## config.mk

```make
export PLATFORM = sky130hd
export DESIGN_NAME = breath_sequencer_flat
export DESIGN_NICKNAME = d
export VERILOG_FILES = /design/src/rtl/breath_sequencer_if.sv /design/src/rtl/breath_sequencer.sv /design/src/flat_wrapper.sv
export SDC_FILE = /design/constraint.sdc
export NUM_CORES = 1
export LEC_CHECK = 0
export CORE_UTILIZATION = 39
export CTS_CLUSTER_DIAMETER = 50
export DETAILED_ROUTE_END_ITERATION = 10
export PLACE_DENSITY_LB_ADDON = 0.2
export SLEW_MARGIN = 20
export SYNTH_ARGS = -nofsm -noshare
export SYNTH_HDL_FRONTEND = slang
export SYNTH_SLANG_ARGS = --single-unit
```

## constraint.sdc

```tcl
create_clock -name clk -period 3.5 [get_ports clk]
set_input_delay 1.05 -clock clk [delete_from_list [all_inputs] [get_ports clk]]
set_output_delay 1.05 -clock clk [all_outputs]
set_load 0.02 [all_outputs]
```

## src/rtl/breath_sequencer_if.sv

```systemverilog
// ============================================================================
// Module      : breath_sequencer_if
// Description : Enable, mode-request handshake and status bundle of the
//               breathing-LED sequencer.
// Revision    : 1.0  initial release
// ============================================================================
`default_nettype none

interface breath_sequencer_if;
    logic       enable;
    logic       mode_req_valid;
    logic [1:0] mode_req;
    logic       mode_req_ready;
    logic [7:0] led_select;
    logic       period_tick;
    logic [1:0] mode;
    logic       running;

    modport master (
        output enable, mode_req_valid, mode_req,
        input  mode_req_ready, led_select, period_tick, mode, running
    );

    modport slave (
        input  enable, mode_req_valid, mode_req,
        output mode_req_ready, led_select, period_tick, mode, running
    );
endinterface

`default_nettype wire

```

## src/rtl/breath_sequencer.sv

```systemverilog
// ============================================================================
// Module      : breath_sequencer
// Description : Chooses which LED the breathing driver works on and advances it
//               only on breath-period boundaries. Define BREATH_SEQ_RANDOM_EN
//               to make mode 3 an LFSR-driven random walk (otherwise: hold).
// Revision    : 1.0  initial release
// ============================================================================
`default_nettype none

module breath_sequencer #(
    parameter int PERIOD_CYCLES = 600,
    parameter int NUM_LEDS      = 8,
    parameter int DWELL_PERIODS = 1
) (
    input  wire logic         clk,
    input  wire logic         rst_n,
    breath_sequencer_if.slave bus
);
    localparam int IDX_W = $clog2(NUM_LEDS);
    localparam int CNT_W = $clog2(PERIOD_CYCLES);
    localparam int DW_W  = $clog2(DWELL_PERIODS + 1);

    localparam logic [IDX_W-1:0] LAST_IDX   = IDX_W'(NUM_LEDS - 1);
    localparam logic [CNT_W-1:0] LAST_CNT   = CNT_W'(PERIOD_CYCLES - 1);
    localparam logic [DW_W-1:0]  LAST_DWELL = DW_W'(DWELL_PERIODS - 1);

    localparam logic [1:0] MODE_FWD  = 2'd0;
    localparam logic [1:0] MODE_REV  = 2'd1;
    localparam logic [1:0] MODE_PING = 2'd2;

    typedef enum logic [0:0] {
        IDLE = 1'b0,
        RUN  = 1'b1
    } state_t;

    state_t           state_q, state_d;
    logic [CNT_W-1:0] period_cnt_q, period_cnt_d;
    logic [DW_W-1:0]  dwell_cnt_q, dwell_cnt_d;
    logic [IDX_W-1:0] idx_q, idx_d;
    logic             dir_up_q, dir_up_d;
    logic [1:0]       mode_q, mode_d;
    logic             pending_q, pending_d;
    logic [1:0]       pend_mode_q, pend_mode_d;
    logic             tick_q;
    logic             accept, apply, advance;

`ifdef BREATH_SEQ_RANDOM_EN
    logic [7:0] lfsr_q, lfsr_d;

    // Candidate comes from the freshly stepped LFSR; a collision bumps by one
    // so the lit LED is guaranteed to move.
    function automatic logic [IDX_W-1:0] rand_pick(input logic [7:0] l,
                                                   input logic [IDX_W-1:0] cur);
        int unsigned      v;
        logic [IDX_W-1:0] cand;
        v    = 32'(l[2:0]) % NUM_LEDS;
        cand = IDX_W'(v);
        if (cand == cur)
            cand = (cur == LAST_IDX) ? '0 : cur + 1'b1;
        return cand;
    endfunction
`endif

    always_comb begin
        accept  = bus.mode_req_valid && !pending_q;
        // Leaving RUN or sitting in IDLE applies a pending mode immediately.
        apply   = pending_q && ((state_q == IDLE) || !bus.enable || tick_q);
        advance = (state_q == RUN) && bus.enable && tick_q &&
                  (dwell_cnt_q == LAST_DWELL) && !apply;

        state_d      = bus.enable ? RUN : IDLE;
        period_cnt_d = '0;
        if ((state_q == RUN) && bus.enable)
            period_cnt_d = (period_cnt_q == LAST_CNT) ? '0 : period_cnt_q + 1'b1;

        dwell_cnt_d = dwell_cnt_q;
        if (apply || !bus.enable)
            dwell_cnt_d = '0;
        else if ((state_q == RUN) && tick_q)
            dwell_cnt_d = (dwell_cnt_q == LAST_DWELL) ? '0 : dwell_cnt_q + 1'b1;

        idx_d       = idx_q;
        dir_up_d    = dir_up_q;
        mode_d      = mode_q;
        pending_d   = pending_q;
        pend_mode_d = pend_mode_q;
`ifdef BREATH_SEQ_RANDOM_EN
        lfsr_d      = lfsr_q;
`endif

        if (accept) begin
            pending_d   = 1'b1;
            pend_mode_d = bus.mode_req;
        end

        if (apply) begin
            pending_d = 1'b0;
            mode_d    = pend_mode_q;
            dir_up_d  = 1'b1;
            idx_d     = (pend_mode_q == MODE_REV) ? LAST_IDX : '0;
        end else if (advance) begin
            case (mode_q)
                MODE_FWD: idx_d = (idx_q == LAST_IDX) ? '0 : idx_q + 1'b1;
                MODE_REV: idx_d = (idx_q == '0) ? LAST_IDX : idx_q - 1'b1;
                MODE_PING: begin
                    if (dir_up_q) begin
                        if (idx_q == LAST_IDX) begin
                            idx_d    = idx_q - 1'b1;
                            dir_up_d = 1'b0;
                        end else begin
                            idx_d = idx_q + 1'b1;
                        end
                    end else begin
                        if (idx_q == '0) begin
                            idx_d    = idx_q + 1'b1;
                            dir_up_d = 1'b1;
                        end else begin
                            idx_d = idx_q - 1'b1;
                        end
                    end
                end
                default: begin
`ifdef BREATH_SEQ_RANDOM_EN
                    lfsr_d = {lfsr_q[6:0], lfsr_q[7] ^ lfsr_q[5] ^ lfsr_q[4] ^ lfsr_q[3]};
                    idx_d  = rand_pick(lfsr_d, idx_q);
`else
                    idx_d  = idx_q;
`endif
                end
            endcase
        end
    end

    always_ff @(posedge clk or negedge rst_n) begin
        if (!rst_n) begin
            state_q      <= IDLE;
            period_cnt_q <= '0;
            dwell_cnt_q  <= '0;
            idx_q        <= '0;
            dir_up_q     <= 1'b1;
            mode_q       <= MODE_FWD;
            pending_q    <= 1'b0;
            pend_mode_q  <= MODE_FWD;
            tick_q       <= 1'b0;
`ifdef BREATH_SEQ_RANDOM_EN
            lfsr_q       <= 8'hA5;
`endif
        end else begin
            state_q      <= state_d;
            period_cnt_q <= period_cnt_d;
            dwell_cnt_q  <= dwell_cnt_d;
            idx_q        <= idx_d;
            dir_up_q     <= dir_up_d;
            mode_q       <= mode_d;
            pending_q    <= pending_d;
            pend_mode_q  <= pend_mode_d;
            // High for exactly the cycle in which the counter sits on its last value.
            tick_q       <= (state_d == RUN) && (period_cnt_d == LAST_CNT);
`ifdef BREATH_SEQ_RANDOM_EN
            lfsr_q       <= lfsr_d;
`endif
        end
    end

    assign bus.mode_req_ready = !pending_q;
    assign bus.led_select     = 8'(idx_q);
    assign bus.period_tick    = tick_q;
    assign bus.mode           = mode_q;
    assign bus.running        = (state_q == RUN);

endmodule

`default_nettype wire

```

## src/flat_wrapper.sv

```systemverilog
// flat-port wrapper written by rule: the top's interface ports become plain ports
module breath_sequencer_flat 
#(
    parameter int PERIOD_CYCLES = 600,
    parameter int NUM_LEDS      = 8,
    parameter int DWELL_PERIODS = 1
)
  (clk, rst_n, bus_enable, bus_mode_req_valid, bus_mode_req, bus_mode_req_ready, bus_led_select, bus_period_tick, bus_mode, bus_running);
  breath_sequencer_if bus_i ();
  input  wire logic clk;
  input  wire logic rst_n;
  input wire logic [$bits(bus_i.enable)-1:0] bus_enable;
  input wire logic [$bits(bus_i.mode_req_valid)-1:0] bus_mode_req_valid;
  input wire logic [$bits(bus_i.mode_req)-1:0] bus_mode_req;
  output wire logic [$bits(bus_i.mode_req_ready)-1:0] bus_mode_req_ready;
  output wire logic [$bits(bus_i.led_select)-1:0] bus_led_select;
  output wire logic [$bits(bus_i.period_tick)-1:0] bus_period_tick;
  output wire logic [$bits(bus_i.mode)-1:0] bus_mode;
  output wire logic [$bits(bus_i.running)-1:0] bus_running;
  assign bus_i.enable = bus_enable;
  assign bus_i.mode_req_valid = bus_mode_req_valid;
  assign bus_i.mode_req = bus_mode_req;
  assign bus_mode_req_ready = bus_i.mode_req_ready;
  assign bus_led_select = bus_i.led_select;
  assign bus_period_tick = bus_i.period_tick;
  assign bus_mode = bus_i.mode;
  assign bus_running = bus_i.running;
  breath_sequencer #(.PERIOD_CYCLES(PERIOD_CYCLES), .NUM_LEDS(NUM_LEDS), .DWELL_PERIODS(DWELL_PERIODS)) u_core (.clk(clk), .rst_n(rst_n), .bus(bus_i));
endmodule
```

==> results.py <==
metrics = {
    "outcome": {
        "status": "finished clean",
    },
    "critical_path": {
        "crit_fanout": 8,
        "worstPathCellList": "clkdlybuf4s50_1",
        "start_kind": "register",
        "crit_family": "buffers and inverters",
        "cp.required_ns": 2.45,
        "end_kind": "output pin",
        "cp_slowest_cell": "clkdlybuf4s50_1",
        "crit_buf_inv": 1,
        "critical-path-max-stage-delay_ns": 0.65,
        "path_class": "reg -> out",
        "crit_arrival_ns": 1.46,
    },
    "sta": {
        "setup_viol": 0,
        "slew_viol_final": 0,
        "fin_tns_setup_ns": 0,
        "final-hold-violation-count": 0,
        "rsz0062_at_grt": "false",
        "max_slew.worst_pin.slew_ns": 0.947,
        "skew_ns": 0.00131,
        "max_freq_ghz": 0.399,
        "fin_ws_ns": 0.993,
        "fin_crit_ns": 2.51,
        "fin_crit_sh_pct": 71.6,
        "max_slew_margin_pct": 36.7,
    },
    "final_layout": {
        "nFillCells": 313,
        "multi_input_area_um2": 729,
        "syn_to_final_growth_pct": 13.0,
        "n_antenna_cell": 0,
        "nets": 163,
        "regArea_um2": 527,
        "fin_cells": 192,
        "fin_util_pct": 47.9,
        "drive_gt1_share_pct": 9.46,
    },
    "route": {
        "routed_wirelength_um": 2530,
        "first_pass_iters": 6,
        "routedWlPerCell_um": 13.2,
        "via_count": 1055,
        "drc": 0,
        "avgViaCountPerCell": 5.49,
        "ant_nets": 0,
        "dr.first_iter.drc_count": 42,
    },
    "floorplan": {
        "pin_count": 19,
        "die-area_um2": 3630,
        "core-area_um2": 3130,
        "row_count": 20,
        "die_w_um": 60.3,
        "start_util_pct": 42.4,
        "die_y_um": 60.3,
    },
    "global_routing": {
        "antenna_found_initial": 0,
        "grt_pass1_wl_um": 4370,
        "grt_pass1_vias": 990,
        "gr-total-overflow": 0,
        "grt_use_total_pct": 16.5,
        "grt_max_degree": 22,
    },
    "synthesis": {
        "synth-edff-count": 0,
        "netlist_instances": 135,
        "ys_types": 49,
        "synthArstFlopShare_pct": 100,
        "ys_ff_latch": 21,
        "syn_area_um2": 1330,
        "yosysSeqAreaShare_pct": 39.8,
        "avgSynthCellArea_um2": 9.81,
        "yosys_warnings": 0,
        "synth_flop_cell": "dfrtp_1",
    },
    "cts": {
        "cts.path.max_buffers": 2,
        "cts_hold_buf": 0,
        "cts_setup_buffers": 0,
        "numClockSinks": 21,
        "ctsRootBufferMaster": "clkbuf_4",
        "cts_max_level": 1,
        "cts_tree": "done",
        "numCtsBuffers": 3,
        "clock_latency_ns": 0.30,
        "path_clk_slew_ns": 0.11,
        "cts_resized": 0,
    },
    "pwr": {
        "power.total_mw": 0.766,
        "p_leak_nw": 0.641,
        "worst_ir_drop_vdd_mv": 0.243,
        "p_per_area_nw_per_um2": 512,
    },
    "min_path": {
        "worstHoldPathType": "reg -> reg",
    },
    "placed_design": {
        "dp.cells": 188,
        "dp_hpwl_um": 1850,
        "gp_congestion": 0.814,
        "numPortBuffers": 13,
        "pre_cts_ws_ns": 0.792,
    },
    "run": {
        "cap_violations": 0,
    },
}
==> Yosys cell counts (all sizes together) (2+ instances only) <==
cell type | n | share of area, %
o221ai | 2 | 1.3
nand4 | 3 | 1.4
o21ai | 5 | 2.2
nor2 | 14 | 4.2
inv | 8 | 2.3
mux2 | 4 | 3.4
nand2b | 4 | 1.9
xnor2 | 3 | 2.0
xor2 | 5 | 3.3
ha | 8 | 7.6
dfrtp | 20 | 38
and3 | 2 | 0.94
a21oi | 4 | 1.5
a211oi | 2 | 1.1
nand2 | 6 | 1.7
nand3 | 5 | 1.9
nor2b | 3 | 1.4
buf | 7 | 3.8
nor3 | 2 | 0.76
o2111ai | 2 | 1.3
or3b | 2 | 1.5
a22o | 2 | 1.3
==> power breakdown <==
part / internal, mW / switching, mW
Combinational: 0.158 / 0.182
Sequential: 0.272 / 0.0375
Clock: 0.0445 / 0.0729
Total: 0.474 / 0.292
==> cell families after synthesis <==
kind of cell / after synthesis / share of synthesized area, %
other: 1 / 0.283
buffers and inverters: 16 / 6.33
xor gates and xnor gates: 8 / 5.29
and+or+nand+nor: 48 / 20.2
DFF: 21 / 39.8
AOI/OAI and AO/OA: 29 / 17.2
muxes: 4 / 3.40
adders and majority gates: 8 / 7.55
==> state kept, by name, summed over array words and instances (netlist names) <==
name / flops
u_core.period_cnt_q: 10
u_core.idx_q: 3
u_core.bus.mode: 2
u_core.pend_mode_q: 2
u_core.bus.period_tick: 1
u_core.bus.running: 1
u_core.dir_up_q: 1
u_core.pending_q: 1
==> area by class of cell <==
cell class              count  area share [%]
flip-flops and latches     21            35.2
inverters                   8            2.01
well taps                  44            3.68
clock buffers               4            1.75
multi-input cells         102            48.7
repair buffers             13            8.69
==> layout by cell type (no fill, tap or decap), types with 2 or more instances in the layout <==
master            n
dfrtp_1          20
nor2_1           13
clkdlybuf4s50_1  13
inv_1             8
ha_1              8
nand2_1           6
xor2_1            5
nand3_1           5
conb_1            5
a21oi_1           4
nand2b_1          4
mux2_2            4
nand4_1           3
xnor2_1           3
nor2b_1           3
o21ai_0           3
clkbuf_4          3
nor3_1            2
and3_1            2
o2111ai_1         2
a211oi_1          2
o221ai_1          2
a22o_1            2
==> metal layers <==
layer | GRT usage (%) | routed length [um] | part of all wire, %
met1 | 22.0 | 1220 | 48
met2 | 25.3 | 1150 | 45
met3 | 2.81 | 96 | 3.8
met4 | 8.97 | 59 | 2.3
met5 | 0 | 0 | 0
==> stage by stage <==
| step | instance area [um^2] | hold slack [ns] |
|---|---|---|
| detailed placement | 1470 | 0.505 |
| floorplan | 1340 | 0.491 |
| global route | 1500 | 0.557 |
| CTS | 1500 | 0.529 |
| finish | 1500 | 0.525 |
| global placement | 1470 | 0.493 |
==> worst paths after layout <==
kind,from,to,slack (ns),depth (start not counted)
worst max-delay path,u_core.idx_q[2]$_DFFE_PN0P_,bus_led_select[2],0.99,1
worst min-delay path,u_core.bus.running$_DFF_PN0_,u_core.dir_up_q$_DFFE_PN1P_,0.53,1
worst max register to register,u_core.bus.mode[0]$_DFFE_PN0P_,u_core.idx_q[2]$_DFFE_PN0P_,1.52,6
worst min register to register,u_core.bus.running$_DFF_PN0_,u_core.dir_up_q$_DFFE_PN1P_,0.53,1
max in group asynchronous,rst_n,u_core.idx_q[1]$_DFFE_PN0P_,1.67,1
min in group asynchronous,rst_n,u_core.period_cnt_q[3]$_DFF_PN0_,1.26,1
Power figures use the tool's default switching activity.
